`src/rtl/mem_phase_ctrl.sv`:
```
// mem_phase_ctrl
//   Splits each CPU cycle into RATIO fast-clock phases so a single shared
//   memory port serves the instruction fetch (phase 0), the data load
//   (phase 2) and the data store (phase RATIO-1). The divided CPU clock is
//   generated from the same phase counter, so a CPU rising edge always
//   coincides with entry to phase 0. memBusy stretches the current phase.
//
// Ports
//   clk        fast memory clock, all registers on its rising edge
//   rst        synchronous reset, active low
//   cpuClk     registered divided CPU clock
//   phase      current phase index, 0..RATIO-1
//   insnAddr   CPU fetch address         insnOut   registered instruction
//   dataAddr   CPU data address          dataOut   registered load data
//   dataIn     CPU store data            dataWE    CPU store request
//   memAddr    shared port address       memWData  shared port write data
//   memRE      shared port read strobe   memWE     shared port write strobe
//   memRData   read data, valid the cycle after an accepted read
//   memBusy    stall request from the memory side
//   stallCount saturating count of stalled cycles
module mem_phase_ctrl #(
    parameter int RATIO      = 4,
    parameter int ADDR_WIDTH = 16,
    parameter int DATA_WIDTH = 32
) (
    input  logic                     clk,
    input  logic                     rst,
    output logic                     cpuClk,
    output logic [$clog2(RATIO)-1:0] phase,
    input  logic [ADDR_WIDTH-1:0]    insnAddr,
    output logic [DATA_WIDTH-1:0]    insnOut,
    input  logic [ADDR_WIDTH-1:0]    dataAddr,
    input  logic [DATA_WIDTH-1:0]    dataIn,
    input  logic                     dataWE,
    output logic [DATA_WIDTH-1:0]    dataOut,
    output logic [ADDR_WIDTH-1:0]    memAddr,
    output logic [DATA_WIDTH-1:0]    memWData,
    output logic                     memRE,
    output logic                     memWE,
    input  logic [DATA_WIDTH-1:0]    memRData,
    input  logic                     memBusy,
    output logic [15:0]              stallCount
);

    localparam int PW = $clog2(RATIO);
    localparam logic [PW-1:0] PH_FETCH   = '0;
    localparam logic [PW-1:0] PH_ICAP    = PW'(1);
    localparam logic [PW-1:0] PH_LOAD    = PW'(2);
    localparam logic [PW-1:0] PH_DCAP    = PW'(3);
    localparam logic [PW-1:0] PH_STORE   = PW'(RATIO - 1);
    localparam logic [PW-1:0] PH_HALF    = PW'(RATIO / 2);

    logic [PW-1:0]         phaseNext;
    logic                  cpuClkNext;
    logic [DATA_WIDTH-1:0] insnNext;
    logic [DATA_WIDTH-1:0] dataNext;
    logic [15:0]           stallNext;

    // Next-state logic: a busy cycle freezes everything except the stall
    // counter, so a stretched phase neither skips nor repeats an access.
    always_comb begin
        phaseNext  = phase;
        cpuClkNext = cpuClk;
        insnNext   = insnOut;
        dataNext   = dataOut;
        stallNext  = stallCount;
        if (memBusy) begin
            if (stallCount != '1) begin
                stallNext = stallCount + 16'd1;
            end
        end else begin
            phaseNext  = (phase == PH_STORE) ? '0 : phase + PW'(1);
            cpuClkNext = (phaseNext < PH_HALF);
            // Read data arrives the phase after the read strobe, so capture
            // happens when leaving the phase that follows each read.
            if (phase == PH_ICAP) begin
                insnNext = memRData;
            end
            if (phase == PH_DCAP) begin
                dataNext = memRData;
            end
        end
    end

    // Shared port steering. Strobes are gated by rst so the reset phase
    // (RATIO-1, the store phase) can never emit a write.
    always_comb begin
        memAddr  = (phase == PH_FETCH) ? insnAddr : dataAddr;
        memWData = dataIn;
        memRE    = rst && !memBusy && ((phase == PH_FETCH) || (phase == PH_LOAD));
        memWE    = rst && !memBusy && dataWE && (phase == PH_STORE);
    end

    always_ff @(posedge clk) begin
        if (!rst) begin
            phase      <= PH_STORE;
            cpuClk     <= 1'b0;
            insnOut    <= '0;
            dataOut    <= '0;
            stallCount <= '0;
        end else begin
            phase      <= phaseNext;
            cpuClk     <= cpuClkNext;
            insnOut    <= insnNext;
            dataOut    <= dataNext;
            stallCount <= stallNext;
        end
    end

endmodule

```
`config.mk`:
```
export PLATFORM = sky130hd
export DESIGN_NAME = mem_phase_ctrl
export DESIGN_NICKNAME = d
export VERILOG_FILES = /design/src/rtl/mem_phase_ctrl.sv
export SDC_FILE = /design/constraint.sdc
export NUM_CORES = 1
export LEC_CHECK = 0
export ABC_AREA = 1
export BUFFER_PORTS_ARGS = -buffer_cell sky130_fd_sc_hd__buf_2
export CORE_UTILIZATION = 40
export DETAILED_ROUTE_END_ITERATION = 16
export PLACE_DENSITY_LB_ADDON = 0.1
export SLEW_MARGIN = 10
export SYNTH_ARGS = -nofsm -noshare
export SYNTH_HDL_FRONTEND = slang
export SYNTH_SLANG_ARGS = --single-unit
```
`constraint.sdc`:
```
create_clock -name clk -period 1.7 [get_ports clk]
set_input_delay 0 -clock clk [delete_from_list [all_inputs] [get_ports clk]]
set_output_delay 0 -clock clk [all_outputs]
set_load 0.05 [all_outputs]
```
==> impl_metrics.ini <==
[outcome]
outcome = complete, no violations

[clock_tree]
cts_setup_buffers = 0
cts_buffers = 9
htree_levels = 3
cts.clk_slew.worst_paths_ns = 0.08
cts_tree = built
cts.sinks = 83
root_buffer = clkbuf_8
insertion_delay_ns = 0.36
cts_buffer_depth = 2

[critical_path]
crit_family = buffers and inverters
cp.required_ns = 1.70
path_cells = ha_1, inv_1, nor2_2, inv_4, nor2_4, buf_2
startpoint_type = flip-flop
max_stage_delay_ns = 0.36
critical_path_class = flip-flop to output port
worstPathArrival_ns = 1.60
cp_max_fo = 33
cp_num_buf_inv = 3
end_kind = output port
crit_slowest_cell = dfxtp_2

[power]
pwr-share-clk_pct = 29.6
seqPwrFrac_pct = 44.2
powerDensity_nw_per_um2 = 946.9
power_mw = 4.840
power.switching_mw = 1.725
swShare_pct = 35.65
p_comb_share_pct = 26.2
intPower_mw = 3.114
ir_drop_mv = 0.6216
power_leakage_nw = 2.536

[sta]
relSlewSlack_pct = 61.77
finClkSkew_ns = 0.01323
fmaxAchievable_ghz = 0.6234
period_minus_slack_ns = 1.604
period_share_pct = 94.35
hold_violations = 0
rsz0062_at_grt = false
drv_slew = 0
setup-violations-final = 0
whs_ns = 0.00001740
worst_pin_slew_ns = 0.5735
tns_ns = 0

[yosys]
synth-simple-area-share_pct = 30.95
synth_seq_cells = 83
ys_types = 23
synth-xor-area-share_pct = 0
synth_mux_area_share_pct = 0
synthAdderAreaFrac_pct = 1.666
seq_area_frac_synth_pct = 44.24
syn_area_per_cell_sq_um = 7.060
synthesis.area_sq_um = 3756
yosysWarnings = 0
netlist_instances = 532
synth_top_family_by_area = simple AND/OR/NAND/NOR gates
synth-compound-area-share_pct = 11.16
syn_nets = 637

[finish]
n_fill_cell = 843
drive_above_1_share_pct = 33.00
syn_to_final_growth_pct = 36.08
nNetsFinal = 806

[detailed_routing]
firstDrtPassIters = 5
drc = 0
wl_per_cell_microns = 13.21
antenna_left = 0
routed_wl_microns = 10760
vias = 3887
via_per_inst = 4.769
drtIter0Drc = 89

[grt]
grt_pass1_vias = 3686
antenna_found_initial = 1
grt-ovfl-total = 0
grt_pass1_wl_microns = 16930
track_usage_pct = 21.92
grt_max_degree = 38

[floorplan]
start_util_pct = 42.25
num_rows = 34
fp.dieH_microns = 98.91
die_area_sq_um = 9782
ios = 233
die_width_microns = 98.91
core_area_sq_um = 8891

[job]
cap_violations = 0

[place]
dp_hpwl_microns = 7336
port-buffer-count = 168
place.gp.congestion = 0.8074

[worst_hold_path]
hold_class = input port to output port
[power groups by stage]
stage | Combinational (mW) | Sequential [mW] | Clock [mW]
finish | 1.27 | 2.14 | 1.43
global route | 1.36 | 2.15 | 1.57
CTS | 1.27 | 2.14 | 1.47
detailed placement | 1.18 | 2.18 | 0
global placement | 1.17 | 2.18 | 0
floorplan | 0.622 | 2.62 | 0
[metal layers]
layer  global-route usage (%)  vias up  part of all wire, %
met4                    11.25        0                  3.0
met5                        0        -                    0
li1                         -     1983                    -
met2                    38.62      147                   49
met3                    6.454       22                  6.9
met1                    23.84     1735                   41
[area by class of cell]
class	instances	area (sq um)	area share [%]
Inverter	20	81.33	1.591
Timing Repair Buffer	215	1326	25.95
Clock inverter	5	63.81	1.248
Clock buffer	11	131.4	2.570
Timing Repair inverter	1	7.507	0.1469
Antenna cell	1	2.502	0.04896
Multi-Input combinational cell	371	1697	33.19
Sequential cell	83	1667	32.61
Tap cell	108	135.1	2.644
[kinds of logic (layout without fill, tap and decap cells)]
group	Yosys count	count (layout)
buffers and inverters	78	252
adder cells (fa/ha/maj)	5	5
other	0	1
AO/OA/AOI/OAI	82	82
flip-flops	83	83
AND/OR/NAND/NOR	284	284
[cell usage in the layout (no fill, tap or decap), types with 2 or more instances in the layout]
| cell type | n |
|---|---|
| o21ai_0 | 66 |
| clkinvlp_4 | 3 |
| clkbuf_8 | 9 |
| clkbuf_1 | 2 |
| nor2_4 | 4 |
| nand2_2 | 12 |
| clkinv_4 | 3 |
| buf_4 | 29 |
| dfxtp_2 | 4 |
| nand3_2 | 4 |
| inv_2 | 3 |
| nor2_1 | 166 |
| a21oi_1 | 12 |
| inv_1 | 15 |
| nor2_2 | 2 |
| nand2_1 | 76 |
| nand3_1 | 17 |
| dfxtp_1 | 79 |
| ha_1 | 4 |
| buf_2 | 152 |
| dlygate4sd3_1 | 32 |
[path summary, 6_finish.rpt]
check / from / end / slack, ns / cells after the start
worst max register to register: stallCount[0] / stallCount[14] / 0.17 / 7
worst min register to register: insnOut[25] / insnOut[25] / 0.48 / 2
worst max-delay path: phase[1] / memWE / 0.1 / 6
worst min-delay path: dataIn[16] / memWData[16] / 0.00002 / 0
[through the flow]
| stage | utilization (%) | std cells | setup slack (ns) | instance area, sq um |
|---|---|---|---|---|
| 3_3_place_gp | 50.91 | 765 | 0.2081 | 4527 |
| 4_1_cts | 57.43 | 814 | 0.03026 | 5106 |
| 3_5_place_dp | 50.91 | 765 | 0.1692 | 4527 |
| 2_1_floorplan | - | 532 | 0.05105 | 3800 |
| 5_1_grt | 57.49 | 815 | 0.001633 | 5111 |
| 6_report | 57.49 | 815 | 0.09598 | 5111 |
[flip-flops by register name, indices dropped and copies added, names as in the netlist]
register	count
phase	2
stallCount	16
insnOut	32
dataOut	32
cpuClk	1
[cells in the mapped netlist (all sizes together)]
library cell | number | area (sq um)
clkbuf | 13 | 48.80
ha | 5 | 62.56
nand3 | 21 | 125.1
nor3 | 2 | 10.01
a21oi | 13 | 68.82
o21a | 1 | 7.510
dfxtp | 83 | 1662
inv | 20 | 75.07
nand2 | 88 | 335.3
buf | 45 | 326.6
o211ai | 1 | 7.510
nor2 | 172 | 670.6
nand4 | 1 | 21.27
o21ai | 67 | 335.3
[timing repair]
| item | in CTS | in global routing |
|---|---|---|
| hold endpoints to repair | 64 | 0 |
| gates cloned | 1 | 0 |
| resized for setup | 20 | 2 |
| setup endpoints to repair | 17 | 12 |
| hold buffers | 32 | 0 |
No activity file was read; power rests on OpenSTA's default activity.
